==> src/rtl/cruise_throttle_ctrl.sv <==
// ---------------------------------------------------------------------------
// cruise_throttle_ctrl
//
// Cruise-control throttle sequencer. After an engage request it loads an
// initial throttle value. From then on it nudges the throttle up or down by
// STEP whenever the speed comparator flags settle on "below" or "above" set
// speed. It holds the throttle when the flags settle on "equal". Brake, or
// dropping the engage request, returns the block to IDLE with zero throttle.
//
// Build option:
//   FLAG_FILTER_EN  defined   : a flag vector must be seen unchanged on
//                               SETTLE_CYC consecutive edges before it acts.
//                   undefined : every valid flag vector acts immediately, and
//                               no filter counter is built.
//
// Parameters:
//   STEP        throttle change per qualified action
//   SETTLE_CYC  consecutive identical samples needed to qualify (>= 1)
//   THR_MAX     upper throttle limit
//
// Ports:
//   clk       rising-edge clock
//   rst_n     asynchronous active-low reset
//   en        engage request (level)
//   brake     brake pedal (level), overrides everything
//   thr_init  throttle loaded on engage
//   G/Eq/L    speed above / equal / below set speed
//   throttle  registered throttle command
//   state     IDLE=0, CRUISE=1, ACCEL=2, DECEL=3
//   active    high outside IDLE
//   sat       one-cycle pulse when an action is clipped at 0 or THR_MAX
//   fault     high while the last sampled flag vector is not one-hot
// ---------------------------------------------------------------------------
module cruise_throttle_ctrl #(
  parameter int unsigned STEP       = 4,
  parameter int unsigned SETTLE_CYC = 3,
  parameter logic [7:0]  THR_MAX    = 8'd200
) (
  input  logic       clk,
  input  logic       rst_n,
  input  logic       en,
  input  logic       brake,
  input  logic [7:0] thr_init,
  input  logic       G,
  input  logic       Eq,
  input  logic       L,
  output logic [7:0] throttle,
  output logic [1:0] state,
  output logic       active,
  output logic       sat,
  output logic       fault
);

  typedef enum logic [1:0] {
    IDLE   = 2'd0,
    CRUISE = 2'd1,
    ACCEL  = 2'd2,
    DECEL  = 2'd3
  } state_t;

  localparam logic [8:0] STEP9 = 9'(STEP);
  localparam logic [8:0] MAX9  = {1'b0, THR_MAX};

  state_t     state_q, state_d;
  logic [7:0] thr_q, thr_d;
  logic       sat_q, sat_d;
  logic       fault_q, fault_d;

  logic [2:0] flags;
  logic       valid;
  logic       release_req;
  logic       live;
  logic       qual;

  logic [8:0] sum9, dif9;
  logic       up_clip, up_sat, under, dn_sat;
  logic [7:0] up_val, dn_val, init_val;

  assign flags       = {G, Eq, L};
  assign valid       = (flags == 3'b100) || (flags == 3'b010) || (flags == 3'b001);
  assign release_req = brake || !en;
  // Flags are only looked at while engaged and not being released this edge.
  assign live        = !release_req && (state_q != IDLE);

  // ---------------------------------------------------------------------
  // Flag qualification
  // ---------------------------------------------------------------------
`ifdef FLAG_FILTER_EN
  localparam int unsigned    CW       = (SETTLE_CYC < 2) ? 1 : $clog2(SETTLE_CYC + 1);
  localparam logic [CW-1:0]  SETTLE_N = CW'(SETTLE_CYC);

  logic [CW-1:0] cnt_q, cnt_d, run_cnt;
  logic [2:0]    prev_q, prev_d;

  // Length of the identical-vector run including this edge; cnt_q==0 means
  // the run was restarted, so the stored previous vector must not extend it.
  assign run_cnt = ((cnt_q != '0) && (flags == prev_q)) ? cnt_q + CW'(1) : CW'(1);
  assign qual    = (run_cnt >= SETTLE_N);

  always_comb begin
    cnt_d  = cnt_q;
    prev_d = prev_q;
    if (!live || !valid) begin
      cnt_d = '0;
    end else begin
      prev_d = flags;
      cnt_d  = qual ? '0 : run_cnt;
    end
  end

  always_ff @(posedge clk or negedge rst_n) begin
    if (!rst_n) begin
      cnt_q  <= '0;
      prev_q <= '0;
    end else begin
      cnt_q  <= cnt_d;
      prev_q <= prev_d;
    end
  end
`else
  assign qual = 1'b1;

  // SETTLE_CYC has no role without the filter; referenced only so the
  // parameter list stays identical across both builds.
  logic unused_settle;
  assign unused_settle = ^SETTLE_CYC;
`endif

  // ---------------------------------------------------------------------
  // Throttle arithmetic (9-bit so carry/borrow are visible)
  // ---------------------------------------------------------------------
  assign sum9    = {1'b0, thr_q} + STEP9;
  assign up_clip = (sum9 > MAX9);
  assign up_val  = up_clip ? THR_MAX : sum9[7:0];
  // A clip that leaves the throttle where it already was is not reported.
  assign up_sat  = up_clip && (up_val != thr_q);

  assign dif9    = {1'b0, thr_q} - STEP9;
  assign under   = dif9[8];
  assign dn_val  = under ? '0 : dif9[7:0];
  assign dn_sat  = under && (thr_q != '0);

  assign init_val = (thr_init > THR_MAX) ? THR_MAX : thr_init;

  // ---------------------------------------------------------------------
  // FSM next state / outputs
  // ---------------------------------------------------------------------
  always_comb begin
    state_d = state_q;
    thr_d   = thr_q;
    sat_d   = 1'b0;
    fault_d = fault_q;

    if (release_req) begin
      state_d = IDLE;
      thr_d   = '0;
      fault_d = 1'b0;
    end else if (state_q == IDLE) begin
      state_d = CRUISE;
      thr_d   = init_val;
      fault_d = 1'b0;
    end else if (!valid) begin
      fault_d = 1'b1;
    end else begin
      fault_d = 1'b0;
      if (qual) begin
        if (L) begin
          state_d = ACCEL;
          thr_d   = up_val;
          sat_d   = up_sat;
        end else if (G) begin
          state_d = DECEL;
          thr_d   = dn_val;
          sat_d   = dn_sat;
        end else begin
          state_d = CRUISE;
        end
      end
    end
  end

  always_ff @(posedge clk or negedge rst_n) begin
    if (!rst_n) begin
      state_q <= IDLE;
      thr_q   <= '0;
      sat_q   <= 1'b0;
      fault_q <= 1'b0;
    end else begin
      state_q <= state_d;
      thr_q   <= thr_d;
      sat_q   <= sat_d;
      fault_q <= fault_d;
    end
  end

  assign throttle = thr_q;
  assign state    = state_q;
  assign active   = (state_q != IDLE);
  assign sat      = sat_q;
  assign fault    = fault_q;

endmodule

==> config.mk <==
export PLATFORM = sky130hd
export DESIGN_NAME = cruise_throttle_ctrl
export DESIGN_NICKNAME = d
export VERILOG_FILES = /design/src/rtl/cruise_throttle_ctrl.sv
export SDC_FILE = /design/constraint.sdc
export NUM_CORES = 1
export LEC_CHECK = 0
export BUFFER_PORTS_ARGS = -buffer_cell sky130_fd_sc_hd__buf_2
export CAP_MARGIN = 20
export CELL_PAD_IN_SITES_DETAIL_PLACEMENT = 1
export CELL_PAD_IN_SITES_GLOBAL_PLACEMENT = 1
export CORE_MARGIN = 3
export CORE_UTILIZATION = 25
export DETAILED_ROUTE_END_ITERATION = 16
export GPL_TIMING_DRIVEN = 0
export PLACE_DENSITY = 0.56
export SLEW_MARGIN = 30
export SYNTH_ARGS = -nofsm -noshare
export SYNTH_HDL_FRONTEND = slang
export SYNTH_SLANG_ARGS = --single-unit
==> constraint.sdc <==
create_clock -name clk -period 1.7 [get_ports clk]
set_input_delay 0.17 -clock clk [delete_from_list [all_inputs] [get_ports clk]]
set_output_delay 0.17 -clock clk [all_outputs]
set_load 0.01 [all_outputs]
==> Word level (Yosys, flattened, before mapping) <==
Index checks and enable logic that the tools add are counted.
{ "word_totals": {"wordCells": 45, "output_inout_bits": 13, "reg_bits": 12, "in_bits": 15} }
{ "op_classes": {"eq_ne": 4, "add_sub_neg": 2, "muxes": 21, "order_cmp": 2, "reduce_logical": 12} }
{ "ops": {"columns": ["operator", "count"], "rows": [
  ["$mux W8", 8],
  ["$mux W2", 5],
  ["$add A8 B3 Y9 const B", 1],
  ["$gt A9 B8 Y1 const B", 1],
  ["$sub A8 B3 Y9 const B", 1],
  ["$gt A8 B8 Y1 const B", 1],
  ["$mux W1", 8],
  ["$ne A8 B8 Y1", 1],
  ["$reduce_bool A8 Y1", 1],
  ["$reduce_bool A4 Y1", 1],
  ["$eq A3 B1 Y1 const B", 1],
  ["$eq A3 B2 Y1 const B", 1],
  ["$eq A3 B3 Y1 const B", 1],
  ["$logic_or A1 B1 Y1", 3],
  ["$reduce_bool A3 Y1", 1],
  ["$logic_and A1 B1 Y1", 2],
  ["$logic_not A2 Y1", 1],
  ["$reduce_and A2 Y1", 1],
  ["$reduce_bool A2 Y1", 1],
  ["$logic_not A1 Y1", 1]
]} }

==> Longest topological paths before layout <==
Gate-level depths: netlist (run 1).
{ "depth": {"word_depth": 9, "mapped_depth": 8, "mapped_depth_nobuf": 7} }

==> Worst setup path after synthesis (run 1) <==
OpenSTA, ideal clock, no wires.
{ "synth_path": {"kind": "register to register", "startpoint": "register thr_q[2], in the netlist throttle[2]", "endpoint": "register thr_q[7], in the netlist throttle[7]", "setup_slack_ns": -0.208, "path_stages_with_launch": 6, "arrival_time_ns": 1.774, "cell_sequence": "dfrtp_1 > ha_1 > or3_1 > mux4_2 > mux2i_1 > a211oi_1"} }
{ "synth_between": {"elab_chain_cells": 7, "word_cells_on_any_way": 10, "cone_classes": "add/sub (2); order compare (1); mux (7)"} }
{ "synth_lines": {"columns": ["element", "line_no", "text"], "rows": [
  ["start: declaration", "65", "logic [7:0] thr_q, thr_d;"],
  ["start signal: assignment", "190", "thr_q <= thr_d;"],
  ["$add A8 B3 Y9 or $sub A8 B3 Y9 (tied branches)", "132, 138", null],
  ["$gt A9 B8 Y1 or $mux W8 (tied branches)", "133, 140", null],
  ["$mux W8, on equally long branches", "134, 171", null],
  ["$mux W8 (*)", "167", "if (L) begin"],
  ["$mux W8 (*)", "162", "end else if (!valid) begin"],
  ["$mux W8 (*)", "158", "end else if (state_q == IDLE) begin"],
  ["$mux W8 (*)", "154", "if (release_req) begin"]
]} }
Every way passes the cells marked *; elsewhere a longest branch is shown, timed or not. The select of a mux whose other input is x is not followed.
A chain may end at the register's enable or synchronous reset.

==> Worst setup path after layout (run 1) <==
Same ends and word-level chain as after synthesis.

==> impl_results.md, run 1 <==
* Status: complete, but fails checks
* Share of post-route cells with drive strength above 1 at a little under half
* Final weighted congestion in routability-driven placement at 0.8024
* Fin Clk Skew at between 0.008 and 0.009 ns
* Total power at ~0.00095 W
* IO Port Bufs at 26
* Routed length per instance at approximately 17 um
* Tmin final at roughly 1.9 ns
* Power Density at approximately 570 mW/mm^2
* Reg2Reg Depth at 5
* Die Y at a little over 70 um
* R2r startpoint: throttle[2]$_DFFE_PN0P_
* Mapped Area at between 0.001 and 0.0015 sq mm
* Commonest cells in the netlist: dfrtp_1 (12), nand2_1 (11), nor2_1 (10)
* Final number of setup-violating endpoints at 7
* Crit share post-route at 110.8%
* Root buf cell: clkbuf_8
* Area leader, netlist: dfrtp_1
* Endpoint type of the worst setup path: flop
* Hold depth at 3
* Total GRT Usage at ~16%
* DRT Pass-1 Iters at 4
* Seq/Total Area, Yosys at approximately 28%
* Lkg Pwr at slightly above 0.7 nW
* Initial Utilization at 26.48%
* Peak Freq at 530.7 MHz
* Top-count cell post-synth: dfrtp_1
* Hold endpoint: throttle[1]$_DFFE_PN0P_
* Via Count at 1220
* DPL Wire Length at between 2000 and 3000 um
* Clock Latency Late Sink at roughly 0.25 ns
* Synth unique cells at slightly above 50
* Area contributors post-synth: dfrtp_1 (28%), ha_1 (4.6%), nand2_1 (3.8%)
* Critical Path AT at 1.99 ns
* Residual DRC at 0
* Mapped Nets at 151
* ANT cells at 0
* P&R area growth vs syn at 52.95%
* Crit-path leading delay family: multiplexers
* Core area at 0.004086 sq mm
* Initial DRC count at between 40 and 50
* Warnings, synthesis at 0
* Clock tree buffer depth at 2
* Die Area at roughly 0.005 sq mm
* Reg2reg end: throttle[7]$_DFFE_PN0P_
* Final ANT Viol Nets at 0
* Clock tree from TritonCTS: done
* Largest net degree at the start of global routing at 13
* Async set or reset register ratio after synthesis at 100.0%
* Slew of the pin with the lowest slew margin at just under 0.6 ns
* CP Launch Type: flop
* Ys flop type: dfrtp_1
* Fin worst setup slack at -0.1842 ns
* Seq cells post-synth at 12
* Fill cells at around 510
* Overflow after GRT at 0
* TritonCTS Buffers at 3
* I/O pin count at 28
* CP bufs+invs at 0
* Synth top area share at 27.75%
* VDD IR max at about 310 uV
* Worst-path clk slew at ~0.060 ns
* RSZ-0062 raised after global routing: true
* H-tree depth at 1
* Nets at ~200
* Max Cap Viol at 0
* Flop2flop setup slack at -0.18 ns
* Slowest library cell on the worst path: mux4_2
* Worst stage delay on the critical path at slightly below 0.5 ns
* Max_slew headroom at between 60% and 70%
* Final Max Slew Viols at 0
* Failing checks: negative setup slack
* Pre-CTS setup slack at -0.2763 ns
* Hold Path Class: in2reg
* Post-synth EDFFs at 0
* Post-synthesis cell count at 132
* Final hold vios at 0
* First-pass GRT wire length at 6520 um
* Die Wd at 71.80 um
* TritonCTS Sinks at 12
* Number of global-route vias before repair at 1268
* Hold Crit Start: thr_init[1]
* Type of the worst setup path: reg2reg
* Critical Path RT at 1.81 ns
* Via-to-Cell Ratio at 5.281
* # rows at 23
* Syn Area/Cell at between 8 and 9 sq um
* Setup TNS at -0.6693 ns
* Initial antenna violation count at 0
* Critical Path Fanout Max at 6
* CP Cell Sequence: ha_4 -> or3_1 -> mux4_2 -> mux2i_1 -> a211oi_2
* Final WL at a little over 4000 um
## registers in the layout, summed over array words and instances (netlist names)
| name | cells |
|---|---|
| sat | 1 |
| throttle | 8 |
| state | 2 |
| fault | 1 |
## layer usage
metal	vias up	track usage, %	share of wire, %
met5	-	0	0
met4	0	6.054	2.0
met3	8	2.104	3.6
met2	29	25.61	48
met1	586	21.96	47
li1	597	-	-
## stage by stage
stage | instance area [sq um] | util (%) | cells | hold WS (ns)
2_1_floorplan | 1104 | - | 132 | -0.1256
3_3_place_gp | 1296 | 31.72 | 208 | 0.07632
3_5_place_dp | 1296 | 31.72 | 208 | 0.08516
4_1_cts | 1495 | 36.59 | 225 | 0.1415
5_1_grt | 1655 | 40.51 | 231 | 0.1605
6_report | 1655 | 40.51 | 231 | 0.1325
## power by group
| part | internal, W | switching, W |
|---|---|---|
| clock network | 0.000205 | 0.000122 |
| registers | 0.000297 | 0.0000139 |
| logic | 0.000138 | 0.000175 |
| total | 0.000640 | 0.000311 |
## cell families after synthesis
family,after synthesis,synth area share (%)
AND/OR/NAND/NOR,51,25.90
adder cells (fa/ha/maj),4,4.624
AO/OA/AOI/OAI,41,27.98
flip-flops,12,27.75
XOR/XNOR,4,3.238
buffers and inverters,17,6.590
multiplexers,3,3.931
## worst max-delay path by stage
stage / from / to / slack [ns] / cells after the start
after floorplan: throttle[2]$_DFFE_PN0P_ / throttle[7]$_DFFE_PN0P_ / -0.06 / 5
after global placement: throttle[2]$_DFFE_PN0P_ / sat$_DFF_PN0_ / -0.25 / 7
after detailed placement: throttle[3]$_DFFE_PN0P_ / throttle[1]$_DFFE_PN0P_ / -0.28 / 8
after CTS: throttle[3]$_DFFE_PN0P_ / throttle[7]$_DFFE_PN0P_ / -0.16 / 6
after global routing: throttle[5]$_DFFE_PN0P_ / throttle[7]$_DFFE_PN0P_ / -0.24 / 7
final: throttle[2]$_DFFE_PN0P_ / throttle[7]$_DFFE_PN0P_ / -0.18 / 5
## layout by cell type, fill, tap and decap left out, types with 4 or more instances in the layout
cell	synthesis	routed
buf_6	0	4
nand2_1	11	10
buf_4	0	16
a31oi_1	5	5
clkbuf_8	0	4
nand3_1	7	6
nor2_1	10	9
a21oi_1	8	6
inv_1	8	6
buf_2	6	29
dfrtp_1	12	9
## layout make-up
type	instances	area [sq um]	share of cell area (%)
buffer	8	60.06	3.628
tap	50	62.56	3.779
sequential	12	304.0	18.37
clock buffer	4	55.05	3.326
timing repair buffer	45	282.8	17.08
inverter	9	36.28	2.192
multi-input combinational	103	854.6	51.63
## worst reg2reg max path: cells and delay by family, from the launching register on
kind	cells	cell delay (ns)
muxes	2	0.69
DFF	1	0.48
and+or+nand+nor	1	0.29
adders and majority gates	1	0.20
AOI/OAI and AO/OA	1	0.09
## what timing repair did
item | in CTS | in global routing
hold buffers | 1 | 0
setup buffers | 12 | 6
pin swaps | 5 | 7
hold endpoints to repair | 12 | 0
setup endpoints to repair | 10 | 9
gates resized for setup | 13 | 24
Note: power is estimated with default switching activity, not from simulation.
==> run 2, diff against run 1 <==
Settings changed: CORE_MARGIN 3 to unset, PLACE_DENSITY 0.56 to 0.69.
==> run 2 against run 1 <==
The run still ends with negative setup slack left; register-to-register slack improved by 0.02 ns; sequential power about the same; count of clock-buffer cells in the layout unchanged; first-iteration DRC count decreased by 59%; final area decreased by 1.1%; sequential cell count unchanged; cell count decreased by 1.7%; utilization decreased by 0.43 points; critical path type unchanged; largest power group unchanged; highest routed layer unchanged.
==> impl_results.md, run 2 (synthesized netlist as in run 1, its figures left out) <==
* Hold depth at 3 (unchanged)
* Critical Path RT at 1.81 ns (about the same)
* TritonCTS Buffers at 3 (unchanged)
* P_int at 0.0006401 W (about the same)
* Max reg flops at 8 (unchanged)
* Reg2reg end: throttle[7]$_DFFE_PN0P_
* Die Area at 0.004596 sq mm (-11%)
* R2r startpoint: throttle[3]$_DFFE_PN0P_
* Core area at 0.004086 sq mm (unchanged)
* Sw Ratio at 33.08% (+0.39 points)
* Hold Path Class: in2reg
* Crit share post-route at 109.7% (-1.2 points)
* Type of the worst setup path: reg2reg
* DPL Wire Length at 2656 um (-4.0%)
* Via Count at 1266 (+3.8%)
* Number of global-route vias before repair at 1285 (+1.3%)
* Fill cells at 492 (-3.9%)
* P&R area growth vs syn at 51.33%
* Residual DRC at 0 (unchanged)
* CP Launch Type: flop
* Via-to-Cell Ratio at 5.577 (+5.6%)
* TritonCTS Sinks at 12 (unchanged)
* Tmin final at 1.865 ns (-0.01956 ns)
* I/O pin count at 28 (unchanged)
* H-tree depth at 1 (unchanged)
* Final weighted congestion in routability-driven placement at 0.7981 (-0.54%)
* First-pass GRT wire length at 6430 um (-1.4%)
* Final cell count without fillers at 227 (-1.7%)
* Flop2flop setup slack at -0.16 ns (+0.02 ns)
* Fin area at 0.001638 sq mm (-1.1%)
* Hold Crit Start: thr_init[0]
* Nets at 197 (-2.0%)
* Lkg Pwr at 0.6971 nW (-3.9%)
* ANT cells at 0 (unchanged)
* Overflow after GRT at 0 (unchanged)
* Register share of total power at 32.5% (-0.2 points)
* Status: complete, but fails checks
* Die Wd at 67.80 um (-5.6%)
* Placed cell count at 208 (unchanged)
* Endpoint type of the worst setup path: flop
* DP Area at 0.001296 sq mm (unchanged)
* Combinational share of power at 33.6% (+0.7 points)
* IO Port Bufs at 26 (unchanged)
* Share of post-route cells with drive strength above 1 at 46.89% (-0.069 points)
* VDD IR max at 254.6 uV (-17%)
* Reg2Reg Depth at 6 (+1)
* Die Y at 67.80 um (-5.6%)
* Power Density at 584.0 mW/mm^2 (+1.6%)
* Final hold vios at 0 (unchanged)
* Root buf cell: clkbuf_8
* Final ANT Viol Nets at 0 (unchanged)
* Fin worst setup slack at -0.1647 ns (+0.01956 ns)
* Initial Utilization at 26.48% (unchanged)
* Most frequent cells in the layout: buf_2 (29), buf_4 (11), nand2_1 (9), nor2_1 (9), dfrtp_1 (9)
* Most common cell after layout, fill and taps aside: buf_2
* DRT Pass-1 Iters at 4 (unchanged)
* Critical Path Fanout Max at 7 (+1)
* Clk pwr share at 33.9% (-0.5 points)
* Final number of setup-violating endpoints at 9 (+2)
* Critical Path AT at 1.97 ns (-0.02 ns)
* Clock tree buffer depth at 2 (unchanged)
* Final Max Slew Viols at 0 (unchanged)
* Max_slew headroom at 59.74% (-1.1 points)
* Routed length per instance at 17.89 um (+2.7%)
* Final WL at 4060 um (+0.97%)
* Initial antenna violation count at 0 (unchanged)
* Slew of the pin with the lowest slew margin at 0.6017 ns (+0.01356 ns)
* Peak Freq at 536.3 MHz (+1.0%)
* Initial DRC count at 20 (-59%)
* Clock tree from TritonCTS: done
* NetSw at 0.0003164 W (+1.8%)
* RSZ-0062 raised after global routing: true
* Hold slack at 0.1414 ns (+0.008890 ns)
* # rows at 23 (unchanged)
* Fin Clk Skew at 0.005673 ns (-0.003323 ns)
* Clock Latency Late Sink at 0.25 ns (about the same)
* Hold endpoint: throttle[0]$_DFFE_PN0P_
* Total GRT Usage at 19.21% (+3.2 points)
* Failing checks: negative setup slack
* Worst-path clk slew at 0.06 ns (about the same)
* Max Cap Viol at 0 (unchanged)
* Largest net degree at the start of global routing at 13 (unchanged)
==> run 2: cell count changes in the layout (fill, tap and decap cells not counted), sizes merged <==
cell | before | now
buf | 50 | 46
==> run 2: worst max path at each step <==
stage | from | end | cells past startpoint
3_3_place_gp | throttle[2]$_DFFE_PN0P_ | throttle[7]$_DFFE_PN0P_ | 5
3_5_place_dp | throttle[4]$_DFFE_PN0P_ | throttle[7]$_DFFE_PN0P_ | 6
5_1_grt | throttle[2]$_DFFE_PN0P_ | throttle[7]$_DFFE_PN0P_ | 6
6_report | throttle[3]$_DFFE_PN0P_ | throttle[7]$_DFFE_PN0P_ | 6
4_1_cts | throttle[2]$_DFFE_PN0P_ | throttle[7]$_DFFE_PN0P_ | 5
2_1_floorplan | throttle[2]$_DFFE_PN0P_ | throttle[7]$_DFFE_PN0P_ | 5
==> run 2: metrics by stage <==
stage | setup slack [ns] | total power (W) | util [%] | setup TNS, ns
6_report | -0.1647 | 0.0009565 | 40.08 | -0.8038
5_1_grt | -0.2550 | 0.0009987 | 40.08 | -1.551
4_1_cts | -0.1941 | 0.0009148 | 37.08 | -1.162
3_5_place_dp | -0.2858 | 0.0005535 | 31.72 | -1.774
3_3_place_gp | -0.2411 | 0.0005443 | 31.72 | -1.498
2_1_floorplan | -0.06484 | 0.0004708 | - | -0.07105
==> run 2: worst max-delay path: stages, from the launching register on <==
cell and delay, ns:
dfrtp_2 0.40, buf_6 0.15, nand2_4 0.06, or3_1 0.36, mux4_2 0.48, mux2i_4 0.18, a211oi_2 0.10
==> run 2: area by class of cell <==
cell class / instances / area [sq um] / area share [%]
Multi-Input combinational cell: 103 / 869.6 / 53.09
Sequential cell: 12 / 304.0 / 18.56
Timing Repair Buffer: 41 / 256.5 / 15.66
Tap cell: 50 / 62.56 / 3.820
Buffer: 8 / 56.30 / 3.438
Clock buffer: 4 / 55.05 / 3.361
Inverter: 9 / 33.78 / 2.063
==> run 2: metal layers <==
metal / vias to the layer above / global-route usage (%) / part of all wire [%]
met5: - / 0 / 0
met4: 0 / 10.42 / 3.9
met3: 16 / 3.716 / 4.3
met2: 45 / 31.06 / 49
met1: 624 / 23.78 / 43
li1: 581 / - / -
==> run 2: power by group through the flow <==
| stage | clock network [W] | logic, W | registers, W |
|---|---|---|---|
| after floorplan | 0 | 0.000152 | 0.000319 |
| after global placement | 0 | 0.000229 | 0.000315 |
| after detailed placement | 0 | 0.000237 | 0.000316 |
| after CTS | 0.000324 | 0.000281 | 0.000310 |
| after global routing | 0.000341 | 0.000345 | 0.000312 |
| final | 0.000324 | 0.000322 | 0.000311 |
==> run 2: repair_timing <==
action,CTS,global route
setup endpoints to repair,9,10
setup buffers,10,4
pin swaps,5,12
hold endpoints to repair,12,0
gates cloned,0,0
gates resized for setup,20,20
hold buffers,1,0
==> run 3, diff against run 2 <==
Settings changed: CORE_ASPECT_RATIO set to 1.75.
==> run 3 against run 2 <==
The run still ends with negative setup slack left; first-iteration DRC count rose by 20%; critical path depth is the same; highest routed layer unchanged; die area grew 0.22%; maximum frequency fell by 2.8%; utilization shrank 3.0 points; sequential share of layout area rose by 1.2 points; power fell by 3.4%; sequential power is essentially flat; critical path type unchanged.
==> impl_results.md, run 3 (synthesized netlist as in run 1, its figures left out) <==
* Status: complete, but fails checks
* Failing checks: negative setup slack
* Most common cell after layout, fill and taps aside: buf_2
* Endpoint type of the worst setup path: flop
* Die Area at 0.004606 sq mm (+0.22%)
* Peak Freq at 521.1 MHz (-2.8%)
* Final weighted congestion in routability-driven placement at 0.8735 (+9.4%)
* Combinational share of power at 31.5% (-2.1 points)
* I/O pin count at 28 (unchanged)
* Root buf cell: clkbuf_8
* RSZ-0062 raised after global routing: true
* Critical Path Fanout Max at 7 (unchanged)
* Type of the worst setup path: reg2reg
* Routed length per instance at 17.12 um (-4.3%)
* Lkg Pwr at 0.6624 nW (-5.0%)
* P_int at 0.0006272 W (-2.0%)
* NetSw at 0.0002969 W (-6.2%)
* VDD IR max at 423.1 uV (+66%)
* Core area at 0.004150 sq mm (+1.6%)
* Initial antenna violation count at 0 (unchanged)
* Tmin final at 1.919 ns (+0.05448 ns)
* Most frequent cells in the layout: buf_2 (29), buf_4 (12), nand2_1 (11)
* Total power at 0.0009241 W (-3.4%)
* Number of global-route vias before repair at 1341 (+4.4%)
* Worst-path clk slew at 0.06 ns (about the same)
* First-pass GRT wire length at 6382 um (-0.75%)
* Hold Path Class: in2reg
* Initial Utilization at 26.08% (-0.41 points)
* Largest net degree at the start of global routing at 13 (unchanged)
* Overflow after GRT at 0 (unchanged)
* DPL Wire Length at 2923 um (+10%)
* Total GRT Usage at 18.52% (-0.69 points)
* Power Density at 600.9 mW/mm^2 (+2.9%)
* Sw Ratio at 32.13% (-0.95 points)
* Fin Clk Skew at 0.002796 ns (-0.002877 ns)
* Crit share post-route at 112.9% (+3.2 points)
* Fin worst setup slack at -0.2191 ns (-0.05448 ns)
* Die Y at 89.04 um (+31%)
* Via Count at 1234 (-2.5%)
* Final number of setup-violating endpoints at 8 (-1)
* Register share of total power at 33.5% (+1.0 points)
* Critical Path RT at 1.81 ns (about the same)
* Initial DRC count at 24 (+20%)
* Final hold vios at 0 (unchanged)
* Final Max Slew Viols at 0 (unchanged)
* Final ANT Viol Nets at 0 (unchanged)
* ANT cells at 0 (unchanged)
* Pre-CTS setup slack at -0.3009 ns (-0.01511 ns)
* DRT Pass-1 Iters at 4 (unchanged)
* TritonCTS Sinks at 12 (unchanged)
* Nets at 194 (-1.5%)
* IO Port Bufs at 26 (unchanged)
* Hold slack at 0.1428 ns (+0.001352 ns)
* Clk pwr share at 35.0% (+1.1 points)
* Residual DRC at 0 (unchanged)
* Final WL at 3818 um (-6.0%)
* H-tree depth at 1 (unchanged)
* Max_slew headroom at 62.27% (+2.5 points)
* Via-to-Cell Ratio at 5.534 (-0.78%)
* CP Launch Type: flop
* Max reg flops at 8 (unchanged)
* Slew of the pin with the lowest slew margin at 0.5638 ns (-0.03791 ns)
* Clock tree buffer depth at 2 (unchanged)
* TritonCTS Buffers at 3 (unchanged)
* Share of post-route cells with drive strength above 1 at 39.66% (-7.2 points)
* Max Cap Viol at 0 (unchanged)
* Die Wd at 51.74 um (-24%)
* Clock Latency Late Sink at 0.24 ns (about the same)
* # rows at 31 (+35%)
* Clock tree from TritonCTS: done
* Critical Path AT at 2.03 ns (+0.06 ns)
* P&R area growth vs syn at 42.08%
run 3: cell count changes in the layout (fill, tap and decap cells not counted), moves of 2 or more:
cell | previous run | this run
buf_6 | 6 | 1
a21oi_2 | 3 | 1
nand2_1 | 9 | 11
a21oi_1 | 4 | 7
inv_2 | 3 | 1
run 3: metrics by stage:
stage,std cells,TNS (ns),util [%],cell area [sq um]
after detailed placement,207,-2.003,31.20,1295
final,223,-1.412,37.05,1538
after floorplan,132,-0.07105,-,1104
after global placement,207,-1.686,31.20,1295
after CTS,221,-1.208,36.15,1500
after global routing,223,-1.902,37.05,1538
run 3: critical path, stage by stage (launching register included):
cell,delay [ns]
dfrtp_2,0.44
buf_12,0.15
ha_4,0.16
or3_1,0.31
mux4_2,0.46
mux2i_1,0.17
a211oi_1,0.09
run 3: path summary, 6_finish.rpt:
kind | startpoint | to | slack (ns) | cells after the start
max | throttle[2]$_DFFE_PN0P_ | throttle[7]$_DFFE_PN0P_ | -0.22 | 6
min in group asynchronous | rst_n | throttle[5]$_DFFE_PN0P_ | 0.34 | 2
max reg2reg | throttle[2]$_DFFE_PN0P_ | throttle[7]$_DFFE_PN0P_ | -0.22 | 6
min | thr_init[0] | throttle[0]$_DFFE_PN0P_ | 0.14 | 3
min reg2reg | throttle[0]$_DFFE_PN0P_ | throttle[0]$_DFFE_PN0P_ | 0.55 | 2
max in group asynchronous | rst_n | throttle[6]$_DFFE_PN0P_ | 1.11 | 2
run 3: repair_timing:
action,in CTS,in global routing
pin swaps,7,5
hold buffers,1,0
endpoints found under the setup margin,10,9
buffers inserted,9,2
resized for setup,13,6
endpoints found under the hold margin,12,0
run 3: area by class of cell:
| class | instances | area [sq um] |
|---|---|---|
| plain buffers | 8 | 48.80 |
| fillers | 511 | 2613 |
| repair buffers | 38 | 235.2 |
| well taps | 49 | 61.31 |
| multi-input cells | 103 | 793.3 |
| inverters | 9 | 40.04 |
| clock buffers | 4 | 55.05 |
| flip-flops and latches | 12 | 304.0 |
run 3: power by group through the flow:
stage                     sequential [W]  clock (W)  combinational [W]
after CTS                       0.000309   0.000330           0.000283
after detailed placement        0.000316          0           0.000242
after global routing            0.000312   0.000336           0.000320
after floorplan                 0.000319          0           0.000152
final                           0.000310   0.000323           0.000291
after global placement          0.000315          0           0.000233
run 3: metal layers:
layer  vias to the layer above  track usage (%)  part of all wire [%]
li1                        579                -                     -
met1                       613            17.97                    35
met2                        32            36.36                    59
met3                        10           0.8503                   2.2
met4                         0            12.04                   3.0
met5                         -                0                     0
